## config.mk

```make
export PLATFORM = sky130hd
export DESIGN_NAME = accumulate_dbx
export DESIGN_NICKNAME = d
export VERILOG_FILES = /design/src/rtl/accumulate_dbx.sv
export SDC_FILE = /design/constraint.sdc
export NUM_CORES = 1
export LEC_CHECK = 0
export ABC_AREA = 1
export BUFFER_PORTS_ARGS = -buffer_cell sky130_fd_sc_hd__buf_4
export CAP_MARGIN = 40
export CORE_ASPECT_RATIO = 0.75
export CORE_MARGIN = 5
export CORE_UTILIZATION = 25
export CTS_CLUSTER_DIAMETER = 200
export DETAILED_ROUTE_END_ITERATION = 7
export GPL_TIMING_DRIVEN = 0
export PLACE_DENSITY_LB_ADDON = 0.05
export SYNTH_ARGS = -nofsm -noshare
export SYNTH_HDL_FRONTEND = slang
export SYNTH_SLANG_ARGS = --single-unit
```

## constraint.sdc

```tcl
create_clock -name Clock -period 4.6 [get_ports Clock]
set_clock_uncertainty 0.2 [all_clocks]
set_input_delay 0.46 -clock Clock [delete_from_list [all_inputs] [get_ports Clock]]
set_output_delay 0.46 -clock Clock [all_outputs]
set_load 0.01 [all_outputs]
```

## src/rtl/accumulate_dbx.sv

```systemverilog
// Pushbutton accumulator: synchronised, debounced press adds or subtracts Data
// into a wrapping or saturating running total with sticky overflow and Done pulse.
module accumulate_dbx #(
    parameter int WIDTH_IN  = 8,
    parameter int WIDTH_ACC = 10,
    parameter int DEBOUNCE  = 4,
    parameter int SATURATE  = 0
) (
    input  logic                 Clock,
    input  logic                 Reset,
    input  logic                 Enable_n,
    input  logic                 Clear,
    input  logic                 Sub,
    input  logic [WIDTH_IN-1:0]  Data,
    output logic [WIDTH_ACC-1:0] Acc,
    output logic                 Overflow,
    output logic                 Done
);

    localparam int CNT_W = (DEBOUNCE > 1) ? $clog2(DEBOUNCE) : 1;
    localparam logic [CNT_W-1:0] CNT_LAST = CNT_W'(DEBOUNCE - 1);

    logic                 s1;
    logic                 s2;
    logic                 deb;
    logic [CNT_W-1:0]     cnt;
    logic                 flip;
    logic                 press;
    logic [WIDTH_ACC:0]   d_ext;
    logic [WIDTH_ACC:0]   sum;
    logic [WIDTH_ACC:0]   diff;
    logic [WIDTH_ACC:0]   t;
    logic                 ovf_now;
    logic [WIDTH_ACC-1:0] acc_next;

    // Wrap keeps the low bits; saturation clamps toward the side that overflowed.
    function automatic logic [WIDTH_ACC-1:0] limit(input logic [WIDTH_ACC:0] val,
                                                   input logic ovf,
                                                   input logic sub);
        if (ovf && (SATURATE != 0))
            return sub ? '0 : '1;
        return val[WIDTH_ACC-1:0];
    endfunction

    // The extra top bit is the carry for add and the borrow for subtract.
    always_comb begin
        d_ext    = (WIDTH_ACC + 1)'(Data);
        sum      = {1'b0, Acc} + d_ext;
        diff     = {1'b0, Acc} - d_ext;
        t        = Sub ? diff : sum;
        ovf_now  = t[WIDTH_ACC];
        acc_next = limit(t, ovf_now, Sub);
        flip     = (s2 != deb) && (cnt == CNT_LAST);
        press    = flip && deb;
    end

    always_ff @(posedge Clock or posedge Reset) begin
        if (Reset) begin
            s1 <= 1'b1;
            s2 <= 1'b1;
        end else begin
            s1 <= Enable_n;
            s2 <= s1;
        end
    end

    always_ff @(posedge Clock or posedge Reset) begin
        if (Reset) begin
            deb <= 1'b1;
            cnt <= '0;
        end else if (s2 == deb) begin
            cnt <= '0;
        end else if (cnt == CNT_LAST) begin
            deb <= s2;
            cnt <= '0;
        end else begin
            cnt <= cnt + CNT_W'(1);
        end
    end

    // Clear wins over a coincident press; the debouncer above still consumes it.
    always_ff @(posedge Clock or posedge Reset) begin
        if (Reset) begin
            Acc      <= '0;
            Overflow <= 1'b0;
            Done     <= 1'b0;
        end else if (Clear) begin
            Acc      <= '0;
            Overflow <= 1'b0;
            Done     <= 1'b0;
        end else if (press) begin
            Acc      <= acc_next;
            Overflow <= Overflow | ovf_now;
            Done     <= 1'b1;
        end else begin
            Done     <= 1'b0;
        end
    end

endmodule

```

* After elaboration in Yosys (flattened, before gate mapping)
Cells that the tools add are included.
** Storage, ports and cells
- Register bits :: 17
- Input port bits :: 13
- Output and inout bits :: 12
- Logic and storage cells :: 28
** Cells by class
- Add/subtract/negate cells :: 3
- Equal/unequal tests :: 3
- Multiplexer cells :: 9
- Bitwise operators :: 2
- Reduce and logical (&&, ||, !) cells :: 4
** Operators with widths (count)
- 2-to-1 mux 10 bit :: 2
- adder 10 x 8 -> 11 bit :: 1
- 2-to-1 mux 11 bit :: 1
- subtractor 10 x 8 -> 11 bit :: 1
- 2-to-1 mux 1 bit :: 4
- 2-to-1 mux 2 bit :: 2
- adder 2 x 1 -> 2 bit, second input constant :: 1
- equality test 2 bit, second input constant :: 1
- logical AND 1 bit :: 2
- AND reduction 2 bit :: 1
- nonzero test 2 bit :: 1
- equality test 1 bit :: 1
- inequality test 1 bit :: 1
- inverter 1 bit :: 1
- bitwise OR 1 bit :: 1

* Logic depth before layout (Yosys ltp)
- Word-level depth :: 5
- Depth in mapped cells :: 17
- Mapped depth without buffers :: 17

* Worst setup path after synthesis
No wires, ideal clock.
- Path type :: input-to-reg
- Start :: input Data[0]
- End :: register Acc[7]
- Library setup time :: 119 ps
- Data arrival time :: 2026 ps
- Required time :: 4281 ps
- Setup slack :: 2255 ps
- Stages :: 14
- Buffers on the path :: 0
- Cell sequence :: inv_1 > ha_1 > inv_1 > nor2_2 > a21oi_1 > xor2_1 > inv_1 > ha_1 > a21oi_1 > nor2_1 > nor2_1 > nand2_1 > nor2_1 > o21ai_2
** On the way
- Longest elaborated chain between the ends :: 4
** Ends and longest elaborated chain
- from (decl) :: RTL line 14 : input logic [WIDTH_IN-1:0] Data,
- adder 10 x 8 -> 11 bit / subtractor 10 x 8 -> 11 bit (equally long branches) :: RTL line 48, 49
- 2-to-1 mux 11 bit (*) :: RTL line 50 : t = Sub ? diff : sum;
- 2-to-1 mux 10 bit (*) :: RTL line 91 : end else if (press) begin
- 2-to-1 mux 10 bit (*) :: RTL line 87 : end else if (Clear) begin
- to (signal assigned) :: RTL line 92 : Acc <= acc_next;
- to (decl) :: RTL line 15 : output logic [WIDTH_ACC-1:0] Acc,
Mark *: on every way between the ends. The rest lies on a longest branch, timed or not. The select of a mux whose other input is x is not followed.
A chain may end at the register's enable or synchronous reset.

* Worst setup path after layout
- Start :: input Data[0]
- End :: register Acc[9]
Same word-level chain as after synthesis.

==> impl_metrics.csv <==
group,metric,value,unit
power,powerDensity,238,mW/mm²
timing,fin_crit,2.49,ns
yosys,ys.warnings.count,0,
placement,gp_congestion,0.770,
cts,h-tree-depth,1,
cells_and_area,fin_nets,251,
critical_path,worst-endpoint-required,4.55,ns
drt,final_antenna_net_count,0,
global_routing,grt_pass1_vias,1143,
drt,vias_per_cell,4.10,
yosys,synth_top_family_by_area,"simple AND/OR/NAND/NOR gates",
yosys,synth-xor-area-share,5.60,%
floorplan,die_y,75.0,µm
yosys,synth_fp_nets,222,
timing,fin_crit_sh,54.1,%
yosys,synth_cell_types,25,
global_routing,grt_usage,9.68,%
flow_run,cap_violations,0,
critical_path,r2r_slack,2.61,ns
global_routing,antenna_found_initial,0,
drt,drt_iter0_drc,42,
yosys,netlist_area,0.00141,mm²
floorplan,die_x,96.6,µm
run_status,status,"finished, final reports clean",
yosys,netlist_instances,196,
yosys,synth_mux_area_share,0,%
critical_path,cp.arrival,2.43,ns
cts,cts_root_buf,"clkbuf_8",
yosys,yosys.area_share.simple,31.6,%
power,leakagePower,0.961,nW
cells_and_area,insertedDiodeCount,0,
drt,routed_wl,3390,µm
cells_and_area,layout_common_cells,"58 x nand2_1, 35 x inv_1, 24 x buf_4, 14 x dfrtp_1, 13 x nor2_1",
yosys,avgSynthCellArea,7.18,µm²
cts,insertion_delay,0.25,ns
cells_and_area,seq_area,429,µm²
floorplan,die_area,0.00725,mm²
timing,worst_pin_slew,0.652,ns
cts,cts_sinks,17,
yosys,ys_ff_latch,17,
cts,cts_buffers,3,
drt,first_pass_iters,6,
floorplan,row_count,23,
placement,port_buffers,24,
timing,slew_headroom,56.5,%
hold_path,hold_class,"in2async",
cts,clockBufferDepth,2,
drt,wl_per_cell,11.3,µm
drt,vias,1225,
cts,postCtsSetupBuffers,0,
critical_path,startpoint_type,"primary input",
cells_and_area,final_common_cell,"nand2_1",
drt,drc,0,
cells_and_area,drive_above_1_share,22.3,%
timing,final.setup.tns,0,ns
timing,rsz0062_at_grt,"no",
global_routing,grt_pass1_wl,5530,µm
placement,dp_cells,295,
cts,ctsHoldBuffers,0,
power,irDropWorstVdd,0.000104,V
floorplan,start_util,26.0,%
cts,cts_tree,"yes",
yosys,synth-seq-area-share,30.5,%
critical_path,worst_setup_path_end_kind,"register",
cells_and_area,area_growth,22.8,%
floorplan,ioPinCount,25,
timing,finalSetupViolations,0,
floorplan,core_area,0.00541,mm²
cells_and_area,fillers,618,
global_routing,grt_max_degree,18,
cts,cts-resized-gates,0,
timing,slew_viol_final,0,
cells_and_area,multi_input_area,843,µm²
timing,fmax,402,MHz
cts,clk_pin_slew,0.07,ns
placement,hpwl,2890,µm
global_routing,grt_overflow_total,0,
timing,finalHoldViolCount,0,
timing,hold_ws,0.0987,ns
cells_and_area,fin_cells,299,
critical_path,path_class,"in2reg",
critical_path,critPathMaxFanout,5,
yosys,synth_compound_area_share,10.6,%
yosys,synth_fa_ha_area_share,12.1,%
area by class of cell:
type,count,share of cell area [%]
well taps,75,5.43
clock inverters,1,0.290
flip-flops and latches,17,24.8
inverters,36,7.82
repair buffers,24,10.4
clock buffers,3,2.39
multi-input cells,143,48.8
metrics by stage:
step / util (%) / setup WS (ns) / area [µm²] / power, mW
after CTS: 31.9 / 2.12 / 1730 / 0.420
final: 31.9 / 2.11 / 1730 / 0.412
after detailed placement: 31.1 / 1.85 / 1680 / 0.304
after floorplan: - / 2.25 / 1410 / 0.267
after global placement: 31.1 / 1.80 / 1680 / 0.306
after global routing: 31.9 / 1.91 / 1730 / 0.447
logic make-up (layout without fill, tap and decap cells):
logic type      after synthesis  count (layout)
xor+xnor                      9               9
fa+ha+maj                    13              13
simple gates                 98              98
flops                        17              17
compound gates               23              23
buf+inv                      36              64
registers in the layout, indices dropped and copies added (netlist names):
name,cells
deb,1
Acc,10
cnt,2
s2,1
Overflow,1
Done,1
s1,1
path summary, 6_finish.rpt:
path                       startpoint        to  cells after the start
max in group asynchronous       Reset  Overflow                      2
min reg2reg                        s1        s2                      0
min in group Clock           Enable_n        s1                      1
min                             Reset    cnt[1]                      2
max                           Data[0]    Acc[9]                     17
max reg2reg                    Acc[0]    Acc[8]                     11
routing by layer:
metal  vias up  GRT usage (%)  wire (µm)
met5         -              0          0
met1       536           13.5       1840
met3         2           3.24        146
met4         0           1.40         11
li1        669              -          -
met2        18           15.0       1390
critical path, cell delays in order:
cell and delay [ns]:
buf_4 0.13, inv_1 0.05, ha_1 0.16, inv_1 0.06, nor2_2 0.16, nand3_1 0.09
nand2_1 0.08, xor2_1 0.14, inv_1 0.07, ha_1 0.38, nand2_1 0.13, nor2_2 0.11
nand3_1 0.13, nand3_1 0.11, nand2_1 0.05, nand3_1 0.06, nand2_1 0.05
power by group:
part / switching, mW / leakage [nW] / internal (mW)
Sequential: 0.00804 / 0.225 / 0.167
Clock: 0.0519 / 0.0255 / 0.0601
Combinational: 0.0754 / 0.711 / 0.0491
Total: 0.135 / 0.961 / 0.276
Yosys cell counts:
library cell / n / share of area, %
dfstp_2: 3 / 5.6
o22ai_1: 2 / 0.89
nand2_1: 58 / 15
a21oi_2: 2 / 1.2
o21ai_0: 7 / 2.5
inv_2: 1 / 0.27
nor2_8: 1 / 1.4
o21ai_1: 3 / 1.1
o31ai_4: 1 / 1.5
nand4_1: 1 / 0.44
nand3_1: 12 / 4.3
a21oi_1: 6 / 2.1
fa_1: 1 / 1.4
nor2_1: 13 / 3.5
xnor2_1: 3 / 1.9
nand2_2: 4 / 1.8
o21ai_2: 2 / 1.2
nand3_2: 2 / 1.4
nor2_2: 5 / 2.2
nor3_1: 1 / 0.36
ha_1: 12 / 11
nor2_4: 1 / 0.80
dfrtp_1: 14 / 25
xor2_1: 6 / 3.7
inv_1: 35 / 9.3
Note: power is estimated with default switching activity, not from simulation.
